`src/rtl/cpu_pkg.sv`:
```
// cpu_pkg: shared widths and port identifiers for the CPU data-memory path.
// Revision 1.0
`default_nettype none

package cpu_pkg;

  localparam int DEF_ADDR_W = 32;
  localparam int DEF_DATA_W = 32;

  typedef enum logic {
    PORT_CPU = 1'b0,
    PORT_LDR = 1'b1
  } port_id_t;

endpackage

`default_nettype wire

```
`src/rtl/rr_arb2.sv`:
```
// rr_arb2: two-requester round-robin grant with a port-1 priority override.
// Revision 1.0
`default_nettype none

module rr_arb2
  import cpu_pkg::*;
(
  input  logic [1:0] req,
  input  port_id_t   last,
  input  logic       prio1,
  output logic [1:0] gnt
);

  always_comb begin
    gnt = 2'b00;
    if (req[1] && (prio1 || !req[0])) begin
      gnt = 2'b10;
    end else if (req[0] && (!req[1] || last == PORT_LDR)) begin
      gnt = 2'b01;
    end else if (req[1]) begin
      // both requesting, port 0 went last
      gnt = 2'b10;
    end
  end

endmodule

`default_nettype wire

```
`src/rtl/dmem_arbiter.sv`:
```
// dmem_arbiter: shares the single-port data memory between the CPU (port 0)
// and a loader/debug master (port 1). Revision 1.0
`default_nettype none

module dmem_arbiter
  import cpu_pkg::*;
#(
  parameter int ADDR_W    = DEF_ADDR_W,
  parameter int DATA_W    = DEF_DATA_W,
  parameter int BURST_MAX = 4
) (
  input  logic              clk_i,
  input  logic              rst_i,
  input  logic              m0_req_i,
  input  logic              m0_we_i,
  input  logic [ADDR_W-1:0] m0_addr_i,
  input  logic [DATA_W-1:0] m0_wdata_i,
  input  logic              m1_req_i,
  input  logic              m1_we_i,
  input  logic [ADDR_W-1:0] m1_addr_i,
  input  logic [DATA_W-1:0] m1_wdata_i,
  input  logic              m1_lock_i,
  output logic              m0_gnt_o,
  output logic              m1_gnt_o,
  output logic              m0_rvalid_o,
  output logic              m1_rvalid_o,
  output logic [DATA_W-1:0] m0_rdata_o,
  output logic [DATA_W-1:0] m1_rdata_o,
  output logic              mem_en_o,
  output logic              mem_we_o,
  output logic [ADDR_W-1:0] mem_addr_o,
  output logic [DATA_W-1:0] mem_wdata_o,
  input  logic [DATA_W-1:0] mem_rdata_i
);

  localparam int              CNT_W     = $clog2(BURST_MAX + 1);
  localparam logic [CNT_W-1:0] BURST_LIM = CNT_W'(BURST_MAX);

  port_id_t         last;
  port_id_t         rd_owner;
  logic [CNT_W-1:0] burst_cnt;
  logic             lock_hold;
  logic             rd_pend;
  logic             prio1;
  logic [1:0]       arb_gnt;
  logic             gnt0;
  logic             gnt1;

  // lock_hold marks that the previous grant was a locked port-1 grant
  assign prio1 = lock_hold && (burst_cnt < BURST_LIM);

  rr_arb2 u_rr_arb2 (
    .req   ({m1_req_i, m0_req_i}),
    .last  (last),
    .prio1 (prio1),
    .gnt   (arb_gnt)
  );

  assign gnt0     = arb_gnt[0] & rst_i;
  assign gnt1     = arb_gnt[1] & rst_i;
  assign m0_gnt_o = gnt0;
  assign m1_gnt_o = gnt1;
  assign mem_en_o = gnt0 | gnt1;

  always_comb begin
    mem_we_o    = 1'b0;
    mem_addr_o  = '0;
    mem_wdata_o = '0;
    if (gnt0) begin
      mem_we_o    = m0_we_i;
      mem_addr_o  = m0_addr_i;
      mem_wdata_o = m0_wdata_i;
    end else if (gnt1) begin
      mem_we_o    = m1_we_i;
      mem_addr_o  = m1_addr_i;
      mem_wdata_o = m1_wdata_i;
    end
  end

  always_ff @(posedge clk_i or negedge rst_i) begin
    if (!rst_i) begin
      last      <= PORT_LDR;
      burst_cnt <= '0;
      lock_hold <= 1'b0;
      rd_pend   <= 1'b0;
      rd_owner  <= PORT_CPU;
    end else begin
      if (gnt0) begin
        last      <= PORT_CPU;
        burst_cnt <= '0;
        lock_hold <= 1'b0;
      end else if (gnt1) begin
        last      <= PORT_LDR;
        lock_hold <= m1_lock_i;
        if (!m1_lock_i) begin
          burst_cnt <= '0;
        end else if (m0_req_i && lock_hold && burst_cnt < BURST_LIM) begin
          // only grants won through the lock while port 0 waits count
          burst_cnt <= burst_cnt + 1'b1;
        end
      end else begin
        burst_cnt <= '0;
        lock_hold <= 1'b0;
      end
      rd_pend <= (gnt0 & ~m0_we_i) | (gnt1 & ~m1_we_i);
      if (gnt0 | gnt1) begin
        rd_owner <= gnt1 ? PORT_LDR : PORT_CPU;
      end
    end
  end

  assign m0_rvalid_o = rd_pend && (rd_owner == PORT_CPU);
  assign m1_rvalid_o = rd_pend && (rd_owner == PORT_LDR);
  assign m0_rdata_o  = m0_rvalid_o ? mem_rdata_i : '0;
  assign m1_rdata_o  = m1_rvalid_o ? mem_rdata_i : '0;

endmodule

`default_nettype wire

```
`config.mk`:
```
export PLATFORM = sky130hd
export DESIGN_NAME = dmem_arbiter
export DESIGN_NICKNAME = d
export VERILOG_FILES = /design/src/rtl/cpu_pkg.sv /design/src/rtl/rr_arb2.sv /design/src/rtl/dmem_arbiter.sv
export SDC_FILE = /design/constraint.sdc
export NUM_CORES = 1
export LEC_CHECK = 0
export ABC_AREA = 0
export ABC_CLOCK_PERIOD_IN_PS = 1500
export CORE_AREA = 3 3 117 119
export DETAILED_ROUTE_END_ITERATION = 6
export DIE_AREA = 0 0 120 122
export PLACE_DENSITY = 0.51
export SLEW_MARGIN = 20
export SYNTH_ARGS = -nofsm -noshare
export SYNTH_HDL_FRONTEND = slang
export SYNTH_SLANG_ARGS = --single-unit
export TNS_END_PERCENT = 10
```
`constraint.sdc`:
```
create_clock -name clk_i -period 1.5 [get_ports clk_i]
set_input_delay 0.225 -clock clk_i [delete_from_list [all_inputs] [get_ports clk_i]]
set_output_delay 0.225 -clock clk_i [all_outputs]
set_load 0.03 [all_outputs]
```
### Word level (Yosys, flattened, before mapping)

Cells that the tools add are included.

| operators by class | value |
|---|---|
| bitwise logic cells | 9 |
| multiplexer cells | 20 |
| reduce and logical (&&, ||, !) cells | 12 |
| equality and inequality tests | 1 |
| $add $sub $neg | 1 |
| $lt $le $gt $ge | 1 |

Operators by type and width:

| operator | number |
|---|---|
| 32-bit two-way mux | 6 |
| 3-bit two-way mux | 4 |
| 1-bit logical AND | 7 |
| 1-bit two-way mux | 7 |
| 2-bit two-way mux | 3 |
| 1-bit bitwise AND | 4 |
| 4-bit by 3-bit != test with 1-bit output, second input constant | 1 |
| 3-bit by 1-bit adder with 3-bit output, second input constant | 1 |
| 3-bit < comparator, second input constant | 1 |
| 1-bit NOT | 3 |
| 1-bit zero test | 2 |
| 1-bit logical OR | 2 |
| 1-bit OR | 2 |
| 2-bit nonzero test | 1 |

| storage, ports and cells | value |
|---|---|
| register bits after elaboration | 7 |
| word-level logic and storage cells | 49 |
| output and inout bits | 134 |
| bits of input ports | 167 |

### Longest topological paths before layout

Gate-level depths: netlist of the first run.

| logic depth | value |
|---|---|
| word-level depth | 8 |
| mapped depth | 5 |
| depth with buffers taken out | 4 |

### By module

Synthesis of the first run repeated with hierarchy kept, for this count alone.

| second synthesis, totals | value |
|---|---|
| cells, all modules | 186 |
| area, all modules | 1,462.7 um^2 |

By module, submodules not included:

| module | instances | area each (um^2) | sequential area each (um^2) | cells each |
|---|---|---|---|---|
| dmem_arbiter | 1 | 1,432.6 | 176.4 | 182 |
| rr_arb2 | 1 | 30.0 | 0.0 | 4 |

### Worst setup path after synthesis of the first run

Ideal clock, no wire load.

| timing path | value |
|---|---|
| path kind | reg2out |
| start point | reg last |
| end point | out mem_addr_o[13] |
| stages on the path, launching flop included | 6 |
| required time | 1.275 ns |
| arrival time | 1.553 ns |
| path slack | -0.278 ns |
| path buffers | 2 |
| cells stage by stage | dfstp_2 > nor2b_1 > a311oi_2 > buf_2 > buf_4 > a22o_1 |

| between the ends | value |
|---|---|
| cells in the longest elaborated chain, start to end | 7 |
| elaborated cells on any way between the ends | 8 |
| classes of those cells | mux: 4; bitwise: 2; reduce/logical: 2 |

RTL lines:

| what | RTL line | text |
|---|---|---|
| from (decl) | dmem_arbiter.sv:39 | `port_id_t last;` |
| from (signal assigned) | dmem_arbiter.sv:82 | `last <= PORT_LDR;` |
| from (signal assigned) | dmem_arbiter.sv:89 | `last <= PORT_CPU;` |
| from (signal assigned) | dmem_arbiter.sv:93 | `last <= PORT_LDR;` |
| 1-bit logical OR (*) | rr_arb2.sv:18 | `end else if (req[0] && (!req[1] \|\| last == PORT_LDR)) begin` |
| 1-bit logical AND (*) | rr_arb2.sv:18 |  |
| 2-bit two-way mux (*) | rr_arb2.sv:18 |  |
| 2-bit two-way mux (*) | rr_arb2.sv:16 | `if (req[1] && (prio1 \|\| !req[0])) begin` |
| 1-bit bitwise AND | dmem_arbiter.sv:60 | `assign gnt1 = arb_gnt[1] & rst_i;` |
| 32-bit two-way mux | dmem_arbiter.sv:73 | `end else if (gnt1) begin` |
| 32-bit two-way mux (*) | dmem_arbiter.sv:69 | `if (gnt0) begin` |
| to (decl) | dmem_arbiter.sv:31 | `output logic [ADDR_W-1:0] mem_addr_o,` |

Mark *: on every way between the ends. The rest lies on a longest branch, timed or not.

### Worst setup path in the final report of the first run

| timing path | value |
|---|---|
| start point | reg last |
| end point | out mem_addr_o[16] |

The elaborated chain is that of the path after synthesis.

==> impl_metrics.env, run 1 <==
export IMPL_status="finished, violations left"
export IMPL_violations="negative setup slack"
export IMPL_crit_chain="buf_4 -> a31oi_4 -> buf_12 -> clkbuf_16 -> a22o_4 -> buf_6"
export IMPL_power_density_mw_per_mm2=503
export IMPL_synth_simple_area_share_pct=33.3
export IMPL_use_met2_pct=25.4
export IMPL_fin_cells=664
export IMPL_ff_latch_area_um2=176
export IMPL_drt_iter0_drc=73
export IMPL_hold_viol=0
export IMPL_period_minus_slack_ns=1.94
export IMPL_synth_edff_count=0
export IMPL_cp_required_ns=1.27
export IMPL_worstHoldPathType="in -> async"
export IMPL_synthToLayoutAreaGrowth_pct=262
export IMPL_ir_drop_uv=324
export IMPL_endpoint_kind="output pin"
export IMPL_port_buffers=300
export IMPL_syn_inst=185
export IMPL_synth_area_mm2=0.00143
export IMPL_rows=41
export IMPL_viasPerCell=4.16
export IMPL_report_final_slew_viol_count=0
export IMPL_htree_levels=1
export IMPL_synth_area_leaders="a22o_1 (40%), and3_1 (15%), and2_1 (15%)"
export IMPL_whs_ns=0.00434
export IMPL_final_setup_viol_count=68
export IMPL_critPathMaxFanout=20
export IMPL_clock_sinks=7
export IMPL_grt_use_met1_pct=14.6
export IMPL_die_area_mm2=0.0146
export IMPL_vias=2762
export IMPL_dp_final_hpwl_um=8740
export IMPL_synth_compound_area_share_pct=43.6
export IMPL_place_inst=654
export IMPL_track_usage_pct=13.1
export IMPL_period_share_pct=130
export IMPL_insertedDiodeCount=0
export IMPL_synth_top_cell_area_share_pct=40.5
export IMPL_clock_latency_ns=0.23
export IMPL_grt_met3_usage_pct=3.11
export IMPL_antenna_found_initial=0
export IMPL_leakagePower_nw=2.45
export IMPL_start_util_pct=11.3
export IMPL_grt_pass1_vias=2883
export IMPL_grt_max_degree=41
export IMPL_cts_hold_buf=0
export IMPL_wl_um=10900
export IMPL_cp_arrival_ns=1.72
export IMPL_rsz0062_at_grt="yes"
export IMPL_design_area_mm2=0.00517
export IMPL_reg2reg_slack_ns=0.10
export IMPL_fmax_mhz=514
export IMPL_placed_area_mm2=0.00453
export IMPL_die_x_um=120
export IMPL_grt_pass1_wl_um=15600
export IMPL_cts_root_buf="clkbuf_16"
export IMPL_top_usage_layer="met2"
export IMPL_num_nets_final=661
export IMPL_synth_area_leader_cell="a22o_1"
export IMPL_synth_top_family_by_area="compound AO/OA/AOI/OAI gates"
export IMPL_n_fill_cell=1282
export IMPL_core_region_area_mm2=0.0127
export IMPL_post_drt_wl_per_cell_um=16.4
export IMPL_synthAdderAreaFrac_pct=0.876
export IMPL_ys_seq_area_share_pct=12.3
export IMPL_ios=301
export IMPL_ys_seq_elements=7
export IMPL_multi_input_area_mm2=0.00129
export IMPL_cts_made_buffers=3
export IMPL_utilization_pct=40.8
export IMPL_drt_pass1_iter_count=4
export IMPL_path_clk_slew_ns=0.04
export IMPL_critPathKind="reg -> out"
export IMPL_final_setup_skew_ns=0.00178
export IMPL_ant_nets=0
export IMPL_ys_async_sr_fraction_pct=100
export IMPL_synth_mux_area_share_pct=0.788
export IMPL_drv_cap=0
export IMPL_synth_warnings=0
export IMPL_cts_path_max_buffers=2
export IMPL_synth_avg_cell_area_um2=7.72
export IMPL_cpMaxStageDelayCell="dfstp_2"
export IMPL_synthFlopType="dfrtp_1"
export IMPL_cts_tree="built"
export IMPL_fin_ws_ns=-0.445
export IMPL_layout_drive_gt1_share_pct=39.6
export IMPL_route_detailed_drc=0
export IMPL_ys_types=23
export IMPL_die_h_um=122
export IMPL_place_gp_congestion=0.754
export IMPL_startpoint_type="register"
export IMPL_max_slew_worst_pin_slew_ns=0.288
export IMPL_synth_xor_area_share_pct=0.613
export IMPL_syn_num_nets=353
export IMPL_max_stage_delay_ns=0.53
export IMPL_grt_overflow=0
export IMPL_maxSlewHeadroom_pct=80.8
## where the power goes
group	internal (mW)	total (mW)	switching, mW	leakage, nW
combinational	1.04	1.93	0.887	2.32
sequential	0.205	0.217	0.0118	0.0910
clock	0.354	0.456	0.102	0.0382
total	1.60	2.60	1.00	2.45
## worst paths after layout
path,start,to,cells past startpoint
worst max-delay path,last,mem_addr_o[16],6
worst min-delay path,rst_i,burst_cnt[2],2
worst max register to register,last,rd_pend,5
worst min register to register,burst_cnt[0],burst_cnt[0],2
max in group asynchronous,rst_i,last,2
min in group clk_i,m1_req_i,last,3
## cells in the mapped netlist, types with 2 or more instances
| cell type | instances |
|---|---|
| dfrtp_1 | 6 |
| inv_1 | 4 |
| nand2_1 | 2 |
| and2_1 | 34 |
| nor2b_1 | 2 |
| clkbuf_1 | 9 |
| buf_2 | 13 |
| a22o_1 | 66 |
| and3_1 | 35 |
## critical path, delay by kind of cell (launching register included)
family / cells / cell delay [ns]
buffers and inverters: 4 / 0.59
AOI/OAI and AO/OA: 2 / 0.35
DFF: 1 / 0.53
## placed cells by master (no fill, tap or decap), drive strengths merged
cell type | Yosys | routed
nand3b | 1 | 1
a311oi | 1 | 1
buf | 14 | 159
dlymetal6s2s | 0 | 2
dfrtp | 6 | 6
nor2b | 2 | 2
dlygate4sd2 | 0 | 1
nand2 | 2 | 2
clkbuf | 9 | 5
inv | 4 | 4
and2 | 34 | 34
mux2 | 1 | 1
a21oi | 1 | 1
and3 | 35 | 35
clkdlybuf4s50 | 0 | 163
ha | 1 | 1
a22o | 66 | 66
dfstp | 1 | 1
nand2b | 1 | 1
o21ai | 1 | 1
nor2 | 1 | 1
xnor2 | 1 | 1
or2 | 1 | 1
a31oi | 1 | 1
a21o | 1 | 1
## routing by layer
metal	share of wire [%]	wire length (um)
met1	37	3980
met4	0.81	88
met2	55	6040
met5	0	0
met3	7.2	789
## flip-flops by register name, summed over array words and instances (netlist names)
name       flops
rd_pend        1
rd_owner       1
lock_hold      1
last           1
burst_cnt      3
## metrics by stage
stage,setup TNS (ns),worst slack (ns),total power [mW]
floorplan,-10.80,-0.173,0.999
global placement,-34.31,-0.536,1.93
detailed placement,-35.37,-0.539,1.93
CTS,-30.66,-0.525,2.55
global route,-32.66,-0.483,2.72
finish,-27.14,-0.445,2.60
## layout make-up
class                      instances  area share [%]
timing repair buffer             326            65.7
inverter                           4           0.290
tap                              172            4.16
sequential                         7            3.41
clock buffer                       4            1.52
multi-input combinational        151            25.0
## logic make-up after synthesis
| family | Yosys count |
|---|---|
| multiplexers | 1 |
| flip-flops | 7 |
| XOR/XNOR | 1 |
| buffers and inverters | 27 |
| adder cells (fa/ha/maj) | 1 |
| AND/OR/NAND/NOR | 77 |
| AO/OA/AOI/OAI | 71 |
## repair_timing
action                     4_1_cts  5_1_grt
setup endpoints to repair      100      133
cloned                           1        1
pin swaps                        7       23
gates resized for setup         79       49
buffers inserted                 4        1
No activity file was read; power rests on OpenSTA's default activity.
==> run 2, diff against run 1 <==
--- a/config.mk
+++ b/config.mk
@@ -11,6 +11,7 @@
 export DETAILED_ROUTE_END_ITERATION = 6
 export DIE_AREA = 0 0 120 122
 export PLACE_DENSITY = 0.51
+export SETUP_SLACK_MARGIN = 0.3
 export SLEW_MARGIN = 20
 export SYNTH_ARGS = -nofsm -noshare
 export SYNTH_HDL_FRONTEND = slang
==> impl_metrics.env, run 2 (synthesis results as in run 1) <==
export IMPL_cp_common_cell="buf_6"
export IMPL_endpoint_kind="output pin"
export IMPL_regToRegEndpoint="rd_pend"
export IMPL_placed_area_mm2=0.00452
export IMPL_cp_required_ns=1.27
export IMPL_cts_hold_buf=0
export IMPL_fin_cells=663
export IMPL_status="finished, violations left"
export IMPL_final_setup_viol_count=100
export IMPL_max_slew_worst_pin_slew_ns=0.242
export IMPL_clock_sinks=7
export IMPL_drt_pass1_iter_count=4
export IMPL_critPathKind="reg -> out"
export IMPL_reg2reg_depth=5
export IMPL_grt_overflow=0
export IMPL_period_share_pct=132
export IMPL_track_usage_pct=14.0
export IMPL_fmax_mhz=506
export IMPL_hold_viol=0
export IMPL_htree_levels=1
export IMPL_worstHoldPathType="in -> async"
export IMPL_regToRegStartpoint="last"
export IMPL_ant_nets=0
export IMPL_period_minus_slack_ns=1.98
export IMPL_critPathMaxFanout=6
export IMPL_cts_path_max_buffers=2
export IMPL_largest_register_ffs=3
export IMPL_leakagePower_nw=2.53
export IMPL_cts_root_buf="clkbuf_16"
export IMPL_violations="negative setup slack"
export IMPL_startpoint_type="register"
export IMPL_drv_cap=0
export IMPL_die_area_mm2=0.0146
export IMPL_cpMaxStageDelayCell="dfstp_2"
export IMPL_grt_max_degree=35
export IMPL_final_setup_skew_ns=0.000911
export IMPL_max_stage_delay_ns=0.53
export IMPL_cts_tree="built"
export IMPL_mostFrequentLayoutCells="clkdlybuf4s50_1 (163), buf_6 (70), buf_4 (63)"
export IMPL_start_util_pct=11.3
export IMPL_power_density_mw_per_mm2=504
export IMPL_place_inst=646
export IMPL_die_x_um=120
export IMPL_viasPerCell=4.19
export IMPL_num_nets_final=660
export IMPL_ir_drop_uv=496
export IMPL_port_buffers=300
export IMPL_crit_chain="nor2b_2 -> a311oi_4 -> buf_6 -> buf_12 -> a22o_1 -> buf_6"
export IMPL_route_detailed_drc=0
export IMPL_post_drt_wl_per_cell_um=18.0
export IMPL_rows=41
export IMPL_wl_um=12000
export IMPL_die_h_um=122
export IMPL_reg2reg_slack_ns=0.09
export IMPL_report_final_slew_viol_count=0
export IMPL_crit_family="buffers and inverters"
export IMPL_clock_latency_ns=0.23
export IMPL_ios=301
export IMPL_cp_arrival_ns=1.75
export IMPL_fin_ws_ns=-0.475
export IMPL_cts_made_buffers=3
export IMPL_grt_pass1_wl_um=16300
export IMPL_layout_drive_gt1_share_pct=45.0
export IMPL_grt_pass1_vias=2871
export IMPL_path_clk_slew_ns=0.03
export IMPL_dp_final_hpwl_um=8540
export IMPL_design_area_mm2=0.00534
export IMPL_antenna_found_initial=0
export IMPL_rsz0062_at_grt="yes"
export IMPL_whs_ns=0.208
export IMPL_top_register="burst_cnt"
export IMPL_drt_iter0_drc=73
export IMPL_vias=2778
export IMPL_core_region_area_mm2=0.0127
export IMPL_path_buf_inv=3
export IMPL_place_gp_congestion=0.716
export IMPL_maxSlewHeadroom_pct=83.8
export IMPL_synthToLayoutAreaGrowth_pct=274
export IMPL_insertedDiodeCount=0
export IMPL_mostFrequentLayoutCell="clkdlybuf4s50_1"
[run 2: routing by layer]
layer,wire (um),up-vias,part of all wire (%),track usage [%]
met5,0,-,0,0
met4,114,0,0.95,2.22
met3,846,10,7.1,3.16
met2,6510,156,54,27.0
met1,4490,1282,38,15.9
li1,-,1330,-,-
[run 2: metrics by stage]
stage | total power, mW | TNS, ns | setup WS, ns | util (%)
3_3_place_gp | 1.95 | -40.51 | -0.651 | 35.7
4_1_cts | 2.62 | -33.63 | -0.530 | 40.6
5_1_grt | 2.81 | -34.94 | -0.517 | 42.1
6_report | 2.69 | -29.65 | -0.475 | 42.1
3_5_place_dp | 1.95 | -41.12 | -0.646 | 35.7
2_1_floorplan | 0.999 | -10.80 | -0.173 | -
[run 2: worst max path at each step]
stage	from	endpoint	slack (ns)	cells past startpoint
finish	last	mem_wdata_o[6]	-0.48	6
global placement	rst_i	mem_wdata_o[6]	-0.65	6
CTS	last	mem_addr_o[30]	-0.53	6
global route	last	mem_wdata_o[9]	-0.52	6
detailed placement	rst_i	mem_wdata_o[6]	-0.65	6
floorplan	rd_owner	m0_rdata_o[22]	-0.17	3
[run 2: power by group]
group | switching (mW) | total [mW] | internal [mW] | leakage, nW
clock network | 0.0895 | 0.442 | 0.353 | 0.0382
registers | 0.00943 | 0.214 | 0.205 | 0.0910
logic | 0.933 | 2.04 | 1.10 | 2.40
total | 1.03 | 2.69 | 1.66 | 2.53
[run 2: cell type report]
cell class                 instances  area, um^2
sequential                         7         176
timing repair buffer             325        3490
clock buffer                       4        78.8
tap                              172         215
multi-input combinational        151        1370
fill                            1241        7330
inverter                           4        15.0
[run 2: worst register-to-register path, delay by kind of cell (launching register included)]
kind | cells | cell delay, ns
compound gates | 2 | 0.38
simple gates | 1 | 0.05
flops | 1 | 0.53
buf+inv | 2 | 0.41
[run 2: repair_timing]
action	CTS	global route
gates cloned	5	4
setup buffers	3	1
pin swaps	37	16
gates resized for setup	114	16
setup endpoints to repair	141	141
==> run 3, diff against run 2 <==
--- a/config.mk
+++ b/config.mk
@@ -12,7 +12,7 @@
 export DIE_AREA = 0 0 120 122
 export PLACE_DENSITY = 0.51
 export SETUP_SLACK_MARGIN = 0.3
-export SLEW_MARGIN = 20
+export SLEW_MARGIN = 5
 export SYNTH_ARGS = -nofsm -noshare
 export SYNTH_HDL_FRONTEND = slang
 export SYNTH_SLANG_ARGS = --single-unit
==> results of run 3 <==
Final layout, timing and power as in run 2 (identical DEF).
